===== src/rtl/axis_irq_req_initiator.sv =====
// rtl/axis_irq_req_initiator.sv - interrupt events to AXIS IRQ request beats, with response tracking
// One request in flight per vector; round-robin grant into a single-entry tx register.
module axis_irq_req_initiator #(
    parameter int NUM_VECTORS     = 4,
    parameter int VID_W           = 2,
    parameter int REQ_DW          = 16,
    parameter int RSP_DW          = 16,
    parameter int MAX_OUTSTANDING = 4
) (
    input  logic                   clk,
    input  logic                   rst,
    input  logic [NUM_VECTORS-1:0] irq_in,
    output logic [NUM_VECTORS-1:0] irq_ack,
    output logic                   m_irq_req_tvalid,
    output logic [REQ_DW-1:0]      m_irq_req_tdata,
    input  logic                   m_irq_req_tready,
    input  logic                   s_irq_rsp_tvalid,
    input  logic [RSP_DW-1:0]      s_irq_rsp_tdata,
    output logic                   s_irq_rsp_tready,
    output logic [VID_W:0]         outstanding_cnt,
    output logic                   err_unexp_rsp
);
    localparam int CNT_W = VID_W + 1;

    logic [NUM_VECTORS-1:0] irq_prev;
    logic [NUM_VECTORS-1:0] pending;
    logic [NUM_VECTORS-1:0] outstanding;
    logic [NUM_VECTORS-1:0] irq_event;
    logic [NUM_VECTORS-1:0] eligible;
    logic [NUM_VECTORS-1:0] grant_mask;
    logic [NUM_VECTORS-1:0] rsp_clear;
    logic [VID_W-1:0]       rr_ptr;
    logic [VID_W-1:0]       grant_vid;
    logic [VID_W-1:0]       rsp_vid;
    logic                   grant;
    logic                   rsp_accept;
    logic                   rsp_hit;
    int                     idx;

    assign s_irq_rsp_tready = ~rst;
    assign irq_event        = irq_in & ~irq_prev;
    assign eligible         = pending & ~outstanding;
    assign rsp_vid          = s_irq_rsp_tdata[VID_W-1:0];
    assign rsp_accept       = s_irq_rsp_tvalid & s_irq_rsp_tready;

    // Round-robin search starting at rr_ptr; only when the tx slot is free or draining.
    always_comb begin
        grant     = 1'b0;
        grant_vid = '0;
        idx       = 0;
        if ((!m_irq_req_tvalid || m_irq_req_tready) &&
            (outstanding_cnt < CNT_W'(MAX_OUTSTANDING))) begin
            for (int k = 0; k < NUM_VECTORS; k++) begin
                idx = int'(rr_ptr) + k;
                if (idx >= NUM_VECTORS) idx = idx - NUM_VECTORS;
                if (!grant && eligible[idx]) begin
                    grant     = 1'b1;
                    grant_vid = VID_W'(idx);
                end
            end
        end
    end

    // Out-of-range ids never match a vector index, so they fall through to the error path.
    always_comb begin
        grant_mask = '0;
        rsp_clear  = '0;
        for (int i = 0; i < NUM_VECTORS; i++) begin
            grant_mask[i] = grant && (grant_vid == VID_W'(i));
            rsp_clear[i]  = rsp_accept && (rsp_vid == VID_W'(i)) && outstanding[i];
        end
        rsp_hit = |rsp_clear;
    end

    always_ff @(posedge clk or posedge rst) begin
        if (rst) begin
            irq_prev         <= '1;
            pending          <= '0;
            outstanding      <= '0;
            outstanding_cnt  <= '0;
            rr_ptr           <= '0;
            irq_ack          <= '0;
            err_unexp_rsp    <= 1'b0;
            m_irq_req_tvalid <= 1'b0;
            m_irq_req_tdata  <= '0;
        end else begin
            irq_prev        <= irq_in;
            pending         <= (pending & ~grant_mask) | irq_event;
            outstanding     <= (outstanding | grant_mask) & ~rsp_clear;
            outstanding_cnt <= outstanding_cnt + CNT_W'(grant) - CNT_W'(rsp_hit);
            irq_ack         <= rsp_clear;
            err_unexp_rsp   <= rsp_accept && !rsp_hit;
            if (grant) begin
                m_irq_req_tvalid <= 1'b1;
                m_irq_req_tdata  <= REQ_DW'(grant_vid);
                if (int'(grant_vid) == NUM_VECTORS - 1) rr_ptr <= '0;
                else                                    rr_ptr <= grant_vid + 1'b1;
            end else if (m_irq_req_tready) begin
                m_irq_req_tvalid <= 1'b0;
            end
        end
    end
endmodule


===== config.mk =====
export PLATFORM = sky130hd
export DESIGN_NAME = axis_irq_req_initiator
export DESIGN_NICKNAME = d
export VERILOG_FILES = /design/src/rtl/axis_irq_req_initiator.sv
export SDC_FILE = /design/constraint.sdc
export NUM_CORES = 1
export LEC_CHECK = 0
export BUFFER_PORTS_ARGS = -buffer_cell sky130_fd_sc_hd__buf_2
export CORE_ASPECT_RATIO = 1.2
export CORE_MARGIN = 5
export CORE_UTILIZATION = 43
export CTS_CLUSTER_SIZE = 8
export DETAILED_ROUTE_END_ITERATION = 8
export PLACE_DENSITY = 0.74
export SLEW_MARGIN = 20
export SYNTH_ARGS = -nofsm -noshare
export SYNTH_HDL_FRONTEND = slang
export SYNTH_SLANG_ARGS = --single-unit

===== constraint.sdc =====
create_clock -name clk -period 2.45 [get_ports clk]
set_input_delay 0.49 -clock clk [delete_from_list [all_inputs] [get_ports clk]]
set_output_delay 0.49 -clock clk [all_outputs]
set_load 0.01 [all_outputs]

==> results.txt <==
- Capture point of the worst path: outstanding_cnt[2]
* Total of buffers placed on input and output ports: 21
- The number of antenna violations at the first check in global routing is 0.
- The die covers 4224 um^2.
* Setup repair after global routing missed its margin: no
* Vias per std cell: 5.031
- CP Launch Type: register
* Remaining Overflow, GRT: 0
- After detailed placement, the design holds a cell count of 187.
- CTS built an H-tree with a depth of 1.
- Leakage power figure: 0.7857 nW
- DRC violation total after the first TritonRoute iteration: 36
- In this run the biggest area consumer among cell types represents 40.46% of the synthesized area.
- Post-route non-filler standard cell count: 191
- Summing the sequential cell areas from Yosys gives 48.55% of the chip area.
- Clock skew on the completed layout was measured at 0.002046 ns.
* Synth cell count leaders: sky130_fd_sc_hd__dfrtp_1 (21), sky130_fd_sc_hd__inv_1 (15), sky130_fd_sc_hd__buf_4 (14)
- Tot GR Track Use: 11.93%
- Counting along the longest clock path gives a buffer depth of 2.
- Derived from the worst setup path, the maximum achievable clock frequency is 428.3 MHz.
- Worst skew pair latency: 0.31 ns
- In this run the count of I/O pins placed on the die edge is 50.
* CP required: 2.66 ns
* Number of endpoints failing setup at the final stage: 0
* Number of nets in the layout: 189
- sky130_fd_sc_hd__dfrtp_1 is the most common cell in the netlist.
- The number of cells on the worst reg-to-reg path is 11.
- The flow ran to the end, and the final reports show no timing, DRC or antenna violations.
- The initialized floorplan defines 21 standard-cell rows.
- Post-synth EDFFs: 0
* Post-route ant nets: 0
- The floorplan step defined a core boundary enclosing 2838 um^2.
- Worst min-delay path class: input port to register
- Once detailed placement completed, the half-perimeter wirelength came to 2006 um.
* R2R Setup Slk: 0.11 ns
- Library cell occupying the most area in the post-synthesis netlist: sky130_fd_sc_hd__dfrtp_1
- Share of synthesized registers carrying an async set or reset: 100.0%
- Vias in the first global route: 877
* Launch point of the worst hold path: irq_in[1]
- Synthesis instantiated 37 different standard cells from the library.
- Clock tree from TritonCTS: yes
* Total CTS buffers: 3
- Post-DP Area: 1461 um^2
- For this design, the sink count on the clock tree is 25.
- Worst voltage drop across the vdd grid: 1.045 mV
- Clock slew at the register clock pins of the worst setup and hold paths: 0.14 ns
- CTS Root Buffer Type: sky130_fd_sc_hd__clkbuf_4
- Routed Wire Length: 2501 um
- Wire length of the first global-routing pass: 3974 um
- Starting Density: 45.77%
- In this run the mean area of a mapped cell was 10.47 um^2.
* Critical path launch point: outstanding[2]
- By area the synthesized netlist is led by sky130_fd_sc_hd__dfrtp_1 (40%), sky130_fd_sc_hd__buf_4 (8.1%), sky130_fd_sc_hd__dfstp_2 (8.1%).
* Die width: 60.17 um
* Antenna Diode Count: 0
- Of the available clock period, the critical path in the final layout requires 95.31%.
* Largest net degree at the start of global routing: 26
* Number of warnings issued by yosys: 0
- Summing all non-filler instances in the final layout gives an area of 1498 um^2.
- After technology mapping, the gate count stands at 124.
* Ratio of total power to cell area: 1182 nW/um^2
- Final critical-path required period: 2.335 ns
* Endpoint of the worst-slack reg-to-reg timing path: outstanding_cnt[2]
- DIE HEIGHT: 70.21 um
* Fraction of layout instances using a drive strength above 1: 29.30%
* Netlist area before placement: 1299 um^2
- After detailed routing, the number of remaining DRC violations is 0.
- Final hold viol count: 0
* Class of the most critical setup path: register to register
- Compared with the post-synthesis result, the final layout area differs by 15.32%.
* Highest fanout seen on the critical path: 4
- The final route contains 961 vias.
- STA classifies the critical path endpoint as a register.
- The count of pins over their slew limit is 0.
* Routability-driven placement congestion ratio: 0.9421
- For the worst setup path, the data arrival time is 2.55 ns.
- Main flop type after synthesis: sky130_fd_sc_hd__dfrtp_1
- Counting flops and latches in the post-synthesis netlist gives 25.
* WL per Instance: 13.09 um
- Number of max-cap violations: 0
- Number of iterations in the first detailed-routing pass: 4
* R2r startpoint: outstanding[2]
## flip-flops by register name, indices dropped and copies added, names as in the netlist
| signal | count |
|---|---|
| pending | 4 |
| rr_ptr | 2 |
| irq_ack | 4 |
| err_unexp_rsp | 1 |
| outstanding_cnt | 3 |
| irq_prev | 4 |
| m_irq_req_tdata | 2 |
| outstanding | 4 |
| m_irq_req_tvalid | 1 |
## power by group
part / leakage (nW) / total [mW] / switching, mW / internal (mW)
logic: 0.482 / 0.914 / 0.476 / 0.438
registers: 0.289 / 0.672 / 0.118 / 0.554
clock network: 0.0150 / 0.184 / 0.120 / 0.0635
total: 0.786 / 1.77 / 0.714 / 1.06
## logic make-up after synthesis
group	count (synthesis)	share of synthesized area, %
muxes	2	2.601
AOI/OAI and AO/OA	23	11.85
other	1	0.2887
xor gates and xnor gates	2	1.349
DFF	25	48.55
and+or+nand+nor	34	15.32
adders and majority gates	7	7.322
buffers and inverters	30	12.72
## metrics by stage
stage | util [%] | hold slack [ns] | setup TNS [ns] | setup slack, ns | total power [mW]
final | 52.78 | 0.2691 | 0 | 0.1150 | 1.770
after global placement | 51.50 | 0.4792 | -0.03896 | -0.03896 | 1.512
after global routing | 52.78 | 0.2487 | 0 | 0.01207 | 1.910
after CTS | 52.69 | 0.2664 | 0 | 0.003497 | 1.769
after floorplan | - | 0.4730 | 0 | 0.04839 | 1.301
after detailed placement | 51.50 | 0.4861 | -0.1152 | -0.1152 | 1.563
## critical path: stages, from the launching register on
cell	delay, ns
sky130_fd_sc_hd__dfrtp_1	0.42
sky130_fd_sc_hd__or2b_2	0.34
sky130_fd_sc_hd__nand4_1	0.10
sky130_fd_sc_hd__and2_1	0.16
sky130_fd_sc_hd__inv_1	0.07
sky130_fd_sc_hd__ha_1	0.29
sky130_fd_sc_hd__inv_1	0.06
sky130_fd_sc_hd__ha_1	0.13
sky130_fd_sc_hd__inv_1	0.05
sky130_fd_sc_hd__fa_2	0.35
sky130_fd_sc_hd__xnor2_2	0.15
sky130_fd_sc_hd__xnor2_1	0.13
## routing by layer
layer	global-route usage, %	up-vias	routed length [um]
li1	-	449	-
met1	15.52	457	925
met2	20.19	49	1299
met3	2.210	6	230
met4	2.463	0	45
met5	0	-	0
## cell type report
cell class | count | area [um^2]
Tap cell | 34 | 42.54
Inverter | 15 | 56.30
Clock buffer | 4 | 26.28
Fill cell | 258 | 1340
Timing Repair Buffer | 31 | 180.2
Sequential cell | 25 | 630.6
Multi-Input combinational cell | 82 | 561.8
## placed cells by master (no fill, tap or decap), drive strengths merged, types with 2 or more instances in the layout
master,count
buf,31
dfstp,4
o21ai,2
a21oi,10
nand2b,4
dfrtp,21
nand2,4
nor3,3
inv,15
nand3,5
or3,2
or2b,3
ha,6
a22o,4
conb,14
clkbuf,4
nor2,5
xnor2,2
and2b,2
## worst min-delay path by stage
stage               cells past startpoint            endpoint  slack, ns
floorplan                               1          pending[2]       0.47
global placement                        1  m_irq_req_tdata[1]       0.48
detailed placement                      1  m_irq_req_tdata[1]       0.49
CTS                                     1         irq_prev[2]       0.27
global route                            1         irq_prev[2]       0.25
finish                                  1         irq_prev[1]       0.27
## what timing repair did
action | CTS | global route
endpoints found under the setup margin | 1 | 1
buffers inserted | 0 | 0
hold buffers | 0 | 0
pin swaps | 0 | 0
gates resized for setup | 1 | 2
Note: power is estimated with default switching activity, not from simulation.
